==> config.mk <==
export PLATFORM = sky130hd
export DESIGN_NAME = knn_seq_ctrl
export DESIGN_NICKNAME = d
export VERILOG_FILES = /design/src/rtl/knn_seq_ctrl.sv
export SDC_FILE = /design/constraint.sdc
export NUM_CORES = 1
export LEC_CHECK = 0
export BUFFER_PORTS_ARGS = -buffer_cell sky130_fd_sc_hd__buf_2
export CORE_ASPECT_RATIO = 1.1
export CORE_UTILIZATION = 55
export CTS_CLUSTER_DIAMETER = 120
export DETAILED_ROUTE_END_ITERATION = 10
export GPL_TIMING_DRIVEN = 0
export PLACE_DENSITY = 0.86
export RECOVER_POWER = 100
export SETUP_SLACK_MARGIN = 0.3
export SLEW_MARGIN = 40
export SYNTH_ARGS = -nofsm -noshare
export SYNTH_HDL_FRONTEND = slang
export SYNTH_SLANG_ARGS = --single-unit
==> constraint.sdc <==
create_clock -name clk_en -period 3.6 [get_ports clk_en]
set_clock_uncertainty 0.2 [all_clocks]
set_input_delay 0.36 -clock clk_en [delete_from_list [all_inputs] [get_ports clk_en]]
set_output_delay 0.36 -clock clk_en [all_outputs]
set_load 0.02 [all_outputs]
==> src/rtl/knn_seq_ctrl.sv <==
// knn_seq_ctrl
//   Sequencer for the KNN classification datapath. After a start request it
//   latches and validates the ROI, then walks every pixel in row-major order.
//   For each pixel it steps through all dictionary colours, tracks the
//   nearest colour from the returned distances, and votes for it. After the
//   scan it picks the colour with the most votes and reports it.
//
// Ports
//   clk_en        clock, all logic on the rising edge
//   reset         synchronous reset, active-high
//   start         begin classification (accepted only while idle)
//   postion_lu_x  ROI top-left column
//   postion_lu_y  ROI top-left row
//   postion_rd_x  ROI bottom-right column (inclusive)
//   postion_rd_y  ROI bottom-right row (inclusive)
//   pix_row       pixel row address to the pixel buffer
//   pix_col       pixel column address to the pixel buffer
//   dic_idx       dictionary index
//   addr_vld      pix_row/pix_col/dic_idx valid this cycle
//   distance      distance for the tuple issued in the previous cycle
//   busy          high whenever the sequencer is not idle
//   knn_result    winning colour index, held until the next result
//   knn_outflag   one-cycle pulse, knn_result valid
//   roi_err       one-cycle pulse, ROI rejected (inverted corners)

module knn_seq_ctrl #(
  parameter int COLOR_NUM = 5,
  parameter int DIST_W    = 14,
  parameter int VOTE_W    = 21
) (
  input  logic              clk_en,
  input  logic              reset,
  input  logic              start,
  input  logic [9:0]        postion_lu_x,
  input  logic [9:0]        postion_lu_y,
  input  logic [9:0]        postion_rd_x,
  input  logic [9:0]        postion_rd_y,
  output logic [9:0]        pix_row,
  output logic [9:0]        pix_col,
  output logic [2:0]        dic_idx,
  output logic              addr_vld,
  input  logic [DIST_W-1:0] distance,
  output logic              busy,
  output logic [3:0]        knn_result,
  output logic              knn_outflag,
  output logic              roi_err
);

  localparam logic [2:0] LAST_M = 3'(COLOR_NUM - 1);

  typedef enum logic [2:0] {
    S_IDLE,
    S_CHECK,
    S_SCAN,
    S_DRAIN,
    S_VOTE,
    S_DONE
  } state_t;

  state_t state, state_nxt;

  logic [9:0] lu_x_r, lu_y_r, rd_x_r, rd_y_r;
  logic       roi_bad;
  logic       scan_last;

  // issue stage
  logic [9:0] row_p0, col_p0;
  logic [2:0] m_p0;

  // tag stage: pairs with the incoming distance
  logic [2:0] tag_m_p1;
  logic       tag_v_p1;

  // running minimum for the pixel being evaluated
  logic [DIST_W-1:0] min_p2;
  logic [2:0]        arg_p2;
  logic [DIST_W-1:0] cand_min;
  logic [2:0]        cand_arg;
  logic              pix_done;

  logic [VOTE_W-1:0] votes [COLOR_NUM];
  logic [2:0]        vote_idx;
  logic [2:0]        best_idx;
  logic [VOTE_W-1:0] best_cnt;
  logic [VOTE_W-1:0] cur_cnt;
  logic              take_new;
  logic [2:0]        fin_idx;

  function automatic logic [VOTE_W-1:0] sat_inc(input logic [VOTE_W-1:0] v);
    return (v == '1) ? v : v + 1'b1;
  endfunction

  assign roi_bad   = (rd_x_r < lu_x_r) || (rd_y_r < lu_y_r);
  assign scan_last = (m_p0 == LAST_M) && (col_p0 == rd_x_r) && (row_p0 == rd_y_r);

  assign pix_row     = row_p0;
  assign pix_col     = col_p0;
  assign dic_idx     = m_p0;
  assign addr_vld    = (state == S_SCAN);
  assign busy        = (state != S_IDLE);
  assign knn_outflag = (state == S_DONE);

  always_ff @(posedge clk_en) begin
    if (reset) state <= S_IDLE;
    else       state <= state_nxt;
  end

  always_comb begin
    state_nxt = state;
    roi_err   = 1'b0;
    case (state)
      S_IDLE:  if (start) state_nxt = S_CHECK;
      S_CHECK: begin
        if (roi_bad) begin
          roi_err   = 1'b1;
          state_nxt = S_IDLE;
        end else begin
          state_nxt = S_SCAN;
        end
      end
      S_SCAN:  if (scan_last) state_nxt = S_DRAIN;
      S_DRAIN: state_nxt = S_VOTE;
      S_VOTE:  if (vote_idx == LAST_M) state_nxt = S_DONE;
      S_DONE:  state_nxt = S_IDLE;
      default: state_nxt = S_IDLE;
    endcase
  end

  // ---- stage p0: ROI latch and address walk ----
  always_ff @(posedge clk_en) begin
    if (reset) begin
      lu_x_r <= '0;
      lu_y_r <= '0;
      rd_x_r <= '0;
      rd_y_r <= '0;
      row_p0 <= '0;
      col_p0 <= '0;
      m_p0   <= '0;
    end else begin
      if (state == S_IDLE && start) begin
        lu_x_r <= postion_lu_x;
        lu_y_r <= postion_lu_y;
        rd_x_r <= postion_rd_x;
        rd_y_r <= postion_rd_y;
      end
      if (state == S_CHECK) begin
        row_p0 <= lu_y_r;
        col_p0 <= lu_x_r;
        m_p0   <= '0;
      end else if (state == S_SCAN) begin
        if (m_p0 == LAST_M) begin
          m_p0 <= '0;
          if (col_p0 == rd_x_r) begin
            col_p0 <= lu_x_r;
            // after the final tuple the row stays put; the FSM leaves SCAN
            if (row_p0 != rd_y_r) row_p0 <= row_p0 + 10'd1;
          end else begin
            col_p0 <= col_p0 + 10'd1;
          end
        end else begin
          m_p0 <= m_p0 + 3'd1;
        end
      end
    end
  end

  // ---- stage p1: tag the issued index so it meets its distance ----
  always_ff @(posedge clk_en) begin
    if (reset) begin
      tag_v_p1 <= 1'b0;
      tag_m_p1 <= '0;
    end else begin
      tag_v_p1 <= addr_vld;
      tag_m_p1 <= m_p0;
    end
  end

  // index 0 always seeds the minimum; strict compare keeps the lower index on ties
  always_comb begin
    cand_min = min_p2;
    cand_arg = arg_p2;
    if (tag_m_p1 == 3'd0) begin
      cand_min = distance;
      cand_arg = 3'd0;
    end else if (distance < min_p2) begin
      cand_min = distance;
      cand_arg = tag_m_p1;
    end
  end

  assign pix_done = tag_v_p1 && (tag_m_p1 == LAST_M);

  // ---- stage p2: running minimum and vote accumulation ----
  always_ff @(posedge clk_en) begin
    if (reset) begin
      min_p2 <= '0;
      arg_p2 <= '0;
    end else if (tag_v_p1) begin
      min_p2 <= cand_min;
      arg_p2 <= cand_arg;
    end
  end

  always_ff @(posedge clk_en) begin
    if (reset || state == S_CHECK) begin
      for (int i = 0; i < COLOR_NUM; i++) votes[i] <= '0;
    end else if (pix_done) begin
      for (int i = 0; i < COLOR_NUM; i++)
        if (cand_arg == 3'(i)) votes[i] <= sat_inc(votes[i]);
    end
  end

  // ---- vote scan: strict greater keeps the lowest index on ties ----
  always_comb begin
    cur_cnt = '0;
    for (int i = 0; i < COLOR_NUM; i++)
      if (vote_idx == 3'(i)) cur_cnt = votes[i];
  end

  assign take_new = (vote_idx == 3'd0) || (cur_cnt > best_cnt);
  assign fin_idx  = take_new ? vote_idx : best_idx;

  always_ff @(posedge clk_en) begin
    if (reset) begin
      vote_idx   <= '0;
      best_idx   <= '0;
      best_cnt   <= '0;
      knn_result <= '0;
    end else if (state == S_DRAIN) begin
      vote_idx <= '0;
    end else if (state == S_VOTE) begin
      vote_idx <= vote_idx + 3'd1;
      best_idx <= fin_idx;
      if (take_new) best_cnt <= cur_cnt;
      if (vote_idx == LAST_M) knn_result <= {1'b0, fin_idx};
    end
  end

endmodule

# --- Word-level counts from Yosys, hierarchy flattened ---
# Memories as Yosys holds them, arrays and structs flattened.
# Cells that the tools add are included.
classes:
  shifts: 0
  div_mod_pow: 0
  reduce_logical: 26
  n_lt_le_gt_ge: 4
  addsub: 9
  bitwise: 6
  muxes: 59
  n_eq_ne: 26
  multipliers: 0
op_table:
  columns: ["operator", "count"]
  rows:
  - ["$mux 21", 15]
  - ["$add 21x1->21 const B", 5]
  - ["$eq 21x21->1 const B", 5]
  - ["$mux 10", 9]
  - ["$mux 14", 2]
  - ["$mux 1", 24]
  - ["$gt 21x21->1", 1]
  - ["$mux 3", 7]
  - ["$add 10x1->10 const B", 2]
  - ["$eq 10x10->1", 2]
  - ["$lt 10x10->1", 2]
  - ["$eq 3x2->1 const B", 6]
  - ["$eq 3x3->1 const B", 6]
  - ["$pmux 3 s5", 1]
  - ["$lt 14x14->1", 1]
  - ["$logic_not 3->1", 4]
  - ["$ne 10x10->1", 1]
  - ["$reduce_bool 2->1", 5]
  - ["$eq 3x1->1 const B", 3]
  - ["$reduce_and 3->1", 3]
  - ["$add 3x1->3 const B", 2]
  - ["$reduce_and 2->1", 3]
  - ["$or 1x1->1", 5]
  - ["$logic_and 1x1->1", 4]
  - ["8 further kinds", 12]
word_totals:
  input_bits: 57
  output_inout_bits: 31
  ff_bits: 117
  n_memories: 1
  rom_bits: 0
  latch_bits: 0
  wordCells: 147
  ramBits: 105
memory_table:
  columns: ["name", "words", "width", "read_ports", "rd_ports_with_merged_regs", "wr", "line_no", "source"]
  rows:
  - ["votes", 5, 21, 5, 0, 5, "81", "logic [VOTE_W-1:0] votes [COLOR_NUM];"]

# --- Logic depth before layout (Yosys ltp) ---
# Gate-level depths: netlist (run 1).
depth:
  ltp_word: 9
  mapped_depth: 17
  mapped_depth_nobuf: 16

# --- Least setup slack after synthesis (run 1) ---
# Ideal clock, no wire load.
synth_path:
  path_kind: "input port to flip-flop"
  from: "input port distance[3]"
  to: "memory votes[0][0], enable pin"
  required_ns: 2.968
  t_arrival_ns: 3.299
  setup_time_ns: 0.432
  cell_stages: 8
  n_path_buf: 0
  setup_slack_ns: -0.331
  path_cell_list: "ha_1 -> a211o_1 -> a21oi_1 -> o21a_1 -> o31a_1 -> nor3_1 -> nand2_1 -> o31ai_1"
synth_rtl:
  columns: ["item", "line_no", "source"]
  rows:
  - ["start: declaration", "42", "input logic [DIST_W-1:0] distance,"]
  - ["end: declaration", "81", null]

# --- Final worst setup path (run 1) ---
layout_path:
  from: "register vote_idx[0]"
  to: "register best_cnt[2]"
layout_via:
  elab_chain_len: 9
  elab_cells_between_ends: 13
  cone_classes: "1 x order compare; 4 x eq/ne; 5 x mux; 3 x reduce/logical"
layout_rtl:
  columns: ["item", "line_no", "source"]
  rows:
  - ["start: declaration", "82", "logic [2:0] vote_idx;"]
  - ["start signal: assignment", "232", "vote_idx <= vote_idx + 3'd1;"]
  - ["$logic_not 3->1", "217", "if (vote_idx == 3'(i)) cur_cnt = votes[i];"]
  - ["$mux 21 (4 in a row)", "217", null]
  - ["$mux 21 (*)", "217", null]
  - ["named net cur_cnt[12]", "85", "logic [VOTE_W-1:0] cur_cnt;"]
  - ["$gt 21x21->1 (*)", "220", "assign take_new = (vote_idx == 3'd0) || (cur_cnt > best_cnt);"]
  - ["$logic_or 1x1->1 (*)", "220", null]
  - ["$reduce_and 3->1 (no line) (*)", null, null]
  - ["end signal: assignment", "234", "if (take_new) best_cnt <= cur_cnt;"]
  - ["end: declaration", "84", "logic [VOTE_W-1:0] best_cnt;"]
# Mark *: on every way through the listed nets, which the timed path passes. The rest lies on a longest branch.
# A chain may end at the register's enable or synchronous reset.

==> flow_metrics.env, run 1 <==
export IMPL_portBuffers=86
export IMPL_crit_buf_inv=3
export IMPL_comb_power_share_pct=15.2
export IMPL_syn2layout_area_growth_pct=23.6
export IMPL_grt_pass1_vias=12033
export IMPL_hp_class="input pin to flop"
export IMPL_grt_use_total_pct=31.7
export IMPL_insertedDiodeCount=0
export IMPL_ir_worst_vdd_mv=0.360
export IMPL_synth_async_sr_flop_share_pct=0
export IMPL_seqPwrFrac_pct=46.0
export IMPL_die_area_sq_um=23800
export IMPL_period_share_pct=108
export IMPL_die_h_microns=162
export IMPL_die_x_microns=147
export IMPL_place_inst=1813
export IMPL_power_switching_mw=1.80
export IMPL_finish_net_count=1740
export IMPL_io_pins=88
export IMPL_final_cells=1935
export IMPL_clk_pin_slew_worst_paths_ps=60
export IMPL_slowest_stage="dfxtp_4"
export IMPL_cts_sinks=222
export IMPL_ys_seq_area_share_pct=43.0
export IMPL_clkPwrFrac_pct=38.8
export IMPL_final_util_pct=69.3
export IMPL_synth_edf_count=105
export IMPL_overflow=0
export IMPL_fp_row_count=58
export IMPL_path_delay_family="compound AO/OA/AOI/OAI gates"
export IMPL_hold_depth=3
export IMPL_max_cap_violations=0
export IMPL_dp_hpwl_mm=23.8
export IMPL_cts_tree="built"
export IMPL_ys_ff_latch=222
export IMPL_status="finished, violations left"
export IMPL_cts_buffer_depth=3
export IMPL_p_per_area_nw_per_um2=411
export IMPL_vias=12267
export IMPL_cts_root_buffer="clkbuf_16"
export IMPL_routed_wl_mm=39.3
export IMPL_swShare_pct=27.9
export IMPL_worstSetupStartpointType="flop"
export IMPL_syn_inst=1425
export IMPL_fp_coreArea_sq_um=22800
export IMPL_start_util_pct=56.0
export IMPL_fmax_mhz=257
export IMPL_h_tree_depth=1
export IMPL_ys_dominant_reg_cell="dfxtp_1"
export IMPL_p_int_mw=4.67
export IMPL_gp_congestion=0.917
export IMPL_worst_slack_ps=-288
export IMPL_slew_headroom_pct=5.64
export IMPL_worstSetupEndpointType="flop"
export IMPL_hold_viol_final=0
export IMPL_setup_tns_ps=-10410
export IMPL_viasPerCell=6.34
export IMPL_setup_viol=75
export IMPL_crit_type="flop to flop"
export IMPL_synth_nets=1548
export IMPL_grt_max_degree=22
export IMPL_postRouteAntennaNets=0
export IMPL_cts_buffers=24
export IMPL_violations="setup timing"
export IMPL_dr_pass1_iters=6
export IMPL_worstPathRequired_ps=3800
export IMPL_path_cells="inv_4 -> ha_4 -> nor2b_4 -> clkbuf_16 -> a221oi_4 -> nor3_2 -> a21oi_2 -> o21ai_2 -> ha_1 -> nand4_1 -> nor4_4 -> a211oi_2 -> o211ai_2 -> a21oi_4 -> clkbuf_8 -> o311a_1"
export IMPL_yosysWarnings=0
export IMPL_drive_above_1_share_pct=14.6
export IMPL_p_leak_nw=5.88
export IMPL_grt_pass1_wl_mm=60.9
export IMPL_drv_slew=0
export IMPL_rsz0062_at_grt="true"
export IMPL_cp_num_cells=16
export IMPL_worstPathMaxFanout=7
export IMPL_synth_distinct_cells=71
export IMPL_fill_cells=1538
export IMPL_drt_iter0_drc=1460
export IMPL_clkLatencyLatePin_ps=530
export IMPL_synth_area_sq_um=12800
export IMPL_syn_avg_cell_area_sq_um=8.96
export IMPL_r2r_cells=16
export IMPL_cp_data_arrival_time_ps=4090
export IMPL_fin_crit_ps=3890
export IMPL_drc=0
export IMPL_p_total_mw=6.48
export IMPL_grt_antenna_before_repair=0
export IMPL_slowest_delay_ps=420
export IMPL_worst_pin_slew_ps=1400
export IMPL_wl_per_cell_microns=20.3
[cell usage in the layout (no fill, tap or decap), drive strengths merged, types with 22 or more instances in the layout]
master,instances
clkbuf,123
o21ai,76
nor2,164
xnor2,58
buf,94
nand2,141
dfxtp,117
nor3,40
nand4,30
a21oi,109
a22oi,24
nand3,51
xor2,56
and3,33
nor2b,27
dlygate4sd3,55
a221oi,22
ha,66
inv,75
edfxtp,105
[path summary, 6_finish.rpt]
check / startpoint / to / slack [ps]
setup / recovery: vote_idx[0] / best_cnt[2] / -290
hold / removal: start / state[0] / 90
setup reg to reg: vote_idx[0] / best_cnt[2] / -290
hold reg to reg: lu_x_r[2] / lu_x_r[2] / 280
[timing repair]
item / 4_1_cts / 5_1_grt
hold buffers: 55 / 0
setup endpoints to repair: 48 / 108
pin swaps: 22 / 12
endpoints found under the hold margin: 55 / 0
gates resized for setup: 111 / 27
cloned: 2 / 1
buffers inserted: 16 / 4
[metrics by stage]
stage	setup WS (ps)	cell area (sq um)	hold slack (ps)
3_3_place_gp	-744	13800	246
4_1_cts	-114	15800	80.0
3_5_place_dp	-858	13800	256
5_1_grt	-411	15800	116
2_1_floorplan	168	13000	236
6_report	-288	15800	87.6
[metal layers]
| layer | track usage, % | vias up | share of wire, % |
|---|---|---|---|
| met5 | 0 | - | 0 |
| met4 | 17.1 | 0 | 5.5 |
| met3 | 4.58 | 193 | 9.0 |
| met2 | 54.9 | 790 | 48 |
| met1 | 37.9 | 5797 | 37 |
| li1 | - | 5487 | - |
[power groups by stage]
stage / combinational [mW] / clock [mW] / sequential [mW]
6_report: 0.982 / 2.52 / 2.98
5_1_grt: 1.05 / 2.61 / 2.99
4_1_cts: 0.923 / 2.51 / 2.96
3_5_place_dp: 0.809 / 0 / 3.01
3_3_place_gp: 0.772 / 0 / 3.00
2_1_floorplan: 0.559 / 0 / 2.98
[tightest hold or removal path: cells and delay by family]
family,cells,cell delay [ps]
simple gates,1,50
buf+inv,1,130
compound gates,1,220
[logic make-up (layout without fill, tap and decap cells)]
family	after synthesis	in the layout	share of synthesized area, %
flops	222	222	43.0
simple gates	535	535	20.1
mux	23	23	1.86
compound gates	314	315	15.9
xor+xnor	114	114	7.82
other cells	1	1	0.0294
fa+ha+maj	66	66	6.47
buf+inv	150	359	4.73
[cell usage after synthesis, types with 16 or more instances]
master | instances | share of area (%)
a211oi_1 | 16 | 0.94
mux2i_1 | 20 | 1.6
nor3_1 | 40 | 1.6
xnor2_1 | 58 | 4.0
a221oi_1 | 21 | 1.4
and3_1 | 33 | 1.6
clkbuf_1 | 57 | 1.7
edfxtp_1 | 105 | 25
a22oi_1 | 24 | 1.4
nand2_1 | 139 | 4.1
nand3_1 | 51 | 2.0
o21ai_0 | 74 | 2.9
o311a_1 | 20 | 1.6
dfxtp_1 | 117 | 18
a21oi_1 | 107 | 4.2
inv_1 | 75 | 2.2
nor2b_1 | 27 | 1.3
nand4_1 | 30 | 1.5
nor2_1 | 163 | 4.8
xor2_1 | 56 | 3.8
ha_1 | 66 | 6.5
[flip-flops by register name (all words and copies together) (netlist names), 10 cells and up]
register,cells
lu_y_r,10
best_cnt,21
votes,105
pix_row,10
pix_col,10
rd_x_r,10
lu_x_r,10
min_p2,14
rd_y_r,10
[layout make-up]
type	instances	area [sq um]	area share, %
buffer	75	472	2.99
tap	300	375	2.38
clock inverter	12	129	0.817
inverter	75	289	1.83
timing repair buffer	165	1150	7.29
clock buffer	32	652	4.13
sequential	222	5510	34.9
multi-input combinational	1054	7210	45.7
No activity file was read; power rests on OpenSTA's default activity.
==> run 2, diff against run 1 <==
Settings changed: SETUP_SLACK_MARGIN 0.3 to 0.05.
==> run 2 against run 1 <==
  * The run still ends with setup timing left
  * Register-to-register slack got worse by 170 ps
  * Highest routed layer unchanged
  * Largest cell class unchanged
  * Sequential share of layout area decreased by 0.49 points
  * Sequential power about the same
  * Clock power decreased by 2%
  * Final area increased by 1.4%
  * Via count increased by 3.3%
  * Maximum frequency decreased by 4.1%
  * Clock-buffer cell count increased by 7
==> flow_metrics.env, run 2 (synthesis gave the netlist of run 1 again) <==
export IMPL_ir_worst_vdd_mv=0.444
export IMPL_pre_cts_ws_ps=-968
export IMPL_r2r_cells=17
export IMPL_crit_type="flop to flop"
export IMPL_hold_depth=3
export IMPL_drive_above_1_share_pct=17.1
export IMPL_gp_congestion=0.936
export IMPL_worstSetupStartpointType="flop"
export IMPL_dp_hpwl_mm=24.0
export IMPL_die_area_sq_um=23800
export IMPL_drc=0
export IMPL_vias=12668
export IMPL_r2r_start="vote_idx[2]"
export IMPL_final_cells=1958
export IMPL_hp_class="input pin to flop"
export IMPL_max_flop_register="votes"
export IMPL_fp_row_count=58
export IMPL_dr_pass1_iters=7
export IMPL_worstPathRequired_ps=3800
export IMPL_start_util_pct=56.0
export IMPL_setup_tns_ps=-12500
export IMPL_ff_latch_area_sq_um=5510
export IMPL_place_area_sq_um=13700
export IMPL_status="finished, violations left"
export IMPL_slew_headroom_pct=6.69
export IMPL_reg2reg_slack_ps=-460
export IMPL_io_pins=88
export IMPL_fp_coreArea_sq_um=22800
export IMPL_largestRegisters="votes (105), best_cnt (21), min_p2 (14)"
export IMPL_h_tree_depth=1
export IMPL_grt_antenna_before_repair=0
export IMPL_whs_endpoint="state[0]"
export IMPL_grt_use_total_pct=33.3
export IMPL_worstSetupEndpointType="flop"
export IMPL_slowest_delay_ps=380
export IMPL_die_h_microns=162
export IMPL_final_util_pct=70.2
export IMPL_portBuffers=86
export IMPL_grt_pass1_wl_mm=63.5
export IMPL_finalInstanceArea_sq_um=16000
export IMPL_multiInputGateArea_sq_um=7220
export IMPL_hold_viol_final=0
export IMPL_hold_slack_ps=96.6
export IMPL_p_total_mw=6.49
export IMPL_violations="setup timing"
export IMPL_drt_iter0_drc=1546
export IMPL_wl_per_cell_microns=21.4
export IMPL_insertedDiodeCount=0
export IMPL_postRouteAntennaNets=0
export IMPL_cts_sinks=222
export IMPL_cp_data_arrival_time_ps=4260
export IMPL_path_cells="clkbuf_16 -> clkinvlp_4 -> ha_4 -> clkbuf_8 -> clkbuf_16 -> nor3_1 -> a21oi_1 -> o21ai_1 -> ha_1 -> and4_1 -> nand2_1 -> a211o_1 -> o211ai_2 -> a21oi_4 -> clkbuf_8 -> o21ai_1 -> o311a_1"
export IMPL_syn2layout_area_growth_pct=25.4
export IMPL_drv_slew=0
export IMPL_worst_pin_slew_ps=1390
export IMPL_worstPathMaxFanout=10
export IMPL_max_cap_violations=0
export IMPL_slowest_stage="nor3_1"
export IMPL_fmax_mhz=247
export IMPL_finish_net_count=1764
export IMPL_p_leak_nw=6.02
export IMPL_clk_pin_slew_worst_paths_ps=60
export IMPL_place_inst=1814
export IMPL_clkLatencyLatePin_ps=540
export IMPL_die_x_microns=147
export IMPL_cts_tree="built"
export IMPL_min_delay_start="start"
export IMPL_cts_buffer_depth=3
export IMPL_worst_slack_ps=-456
export IMPL_reg2reg_to="best_cnt[16]"
export IMPL_layout_commonest_cell="nor2_1"
export IMPL_largest_reg_flops=105
export IMPL_viasPerCell=6.47
export IMPL_setup_viol=116
export IMPL_cts_buffers=24
export IMPL_rsz0062_at_grt="true"
export IMPL_layout_common_cells="164 x nor2_1, 137 x nand2_1, 114 x dfxtp_1"
export IMPL_period_share_pct=113
export IMPL_fill_cells=1470
export IMPL_cts_root_buffer="clkbuf_16"
export IMPL_fin_crit_ps=4060
export IMPL_routed_wl_mm=41.9
export IMPL_grt_pass1_vias=12333
export IMPL_grt_max_degree=22
export IMPL_overflow=0
export IMPL_p_per_area_nw_per_um2=406
## run 2: cell types whose count changed in the layout (fill, tap and decap cells not counted), moves of 4 or more
cell	change
a21oi_2	+4
a22oi_1	-7
a22oi_2	+7
buf_6	+4
o21ai_2	+8
clkbuf_8	+6
clkinv_1	-5
o21ai_1	-6
buf_4	+14
## run 2: critical path, delay by kind of cell (launching register included)
kind / cells / cell delay, ps
flip-flops: 1 / 360
buffers and inverters: 5 / 900
adder cells (fa/ha/maj): 2 / 540
AND/OR/NAND/NOR: 3 / 710
AO/OA/AOI/OAI: 7 / 1220
## run 2: repair_timing
item,CTS,global route
resized for setup,153,38
pin swaps,41,16
gates cloned,6,0
setup endpoints to repair,38,38
setup buffers,31,11
hold endpoints to repair,55,0
hold buffers,55,0
## run 2: worst max-delay path by stage
stage                     start           end  slack [ps]
CTS                 vote_idx[0]   best_idx[0]         -40
finish              vote_idx[2]  best_cnt[16]        -460
global route        vote_idx[2]  best_cnt[20]        -470
global placement    vote_idx[2]  best_cnt[15]        -840
floorplan           vote_idx[1]   best_idx[0]          50
detailed placement  vote_idx[2]  best_cnt[15]        -970
## run 2: area by class of cell
type                       instances  area share, %
timing repair buffer             190           8.43
buffer                            75           3.11
inverter                          75           1.81
multi-input combinational       1053           45.1
sequential                       222           34.4
clock buffer                      39           4.50
clock inverter                     4          0.281
tap                              300           2.35
## run 2: layer usage
metal	vias up	part of all wire [%]	GRT usage, %	wire length (microns)
met1	5902	36	38.9	14900
met2	967	47	56.5	19900
met4	0	7.1	21.6	2960
li1	5526	-	-	-
met5	-	0	0	0
met3	273	9.8	5.62	4080
## run 2: power breakdown
part,total [mW],internal [mW],switching (mW)
registers,2.99,2.79,0.198
clock network,2.48,1.43,1.04
logic,1.03,0.427,0.599
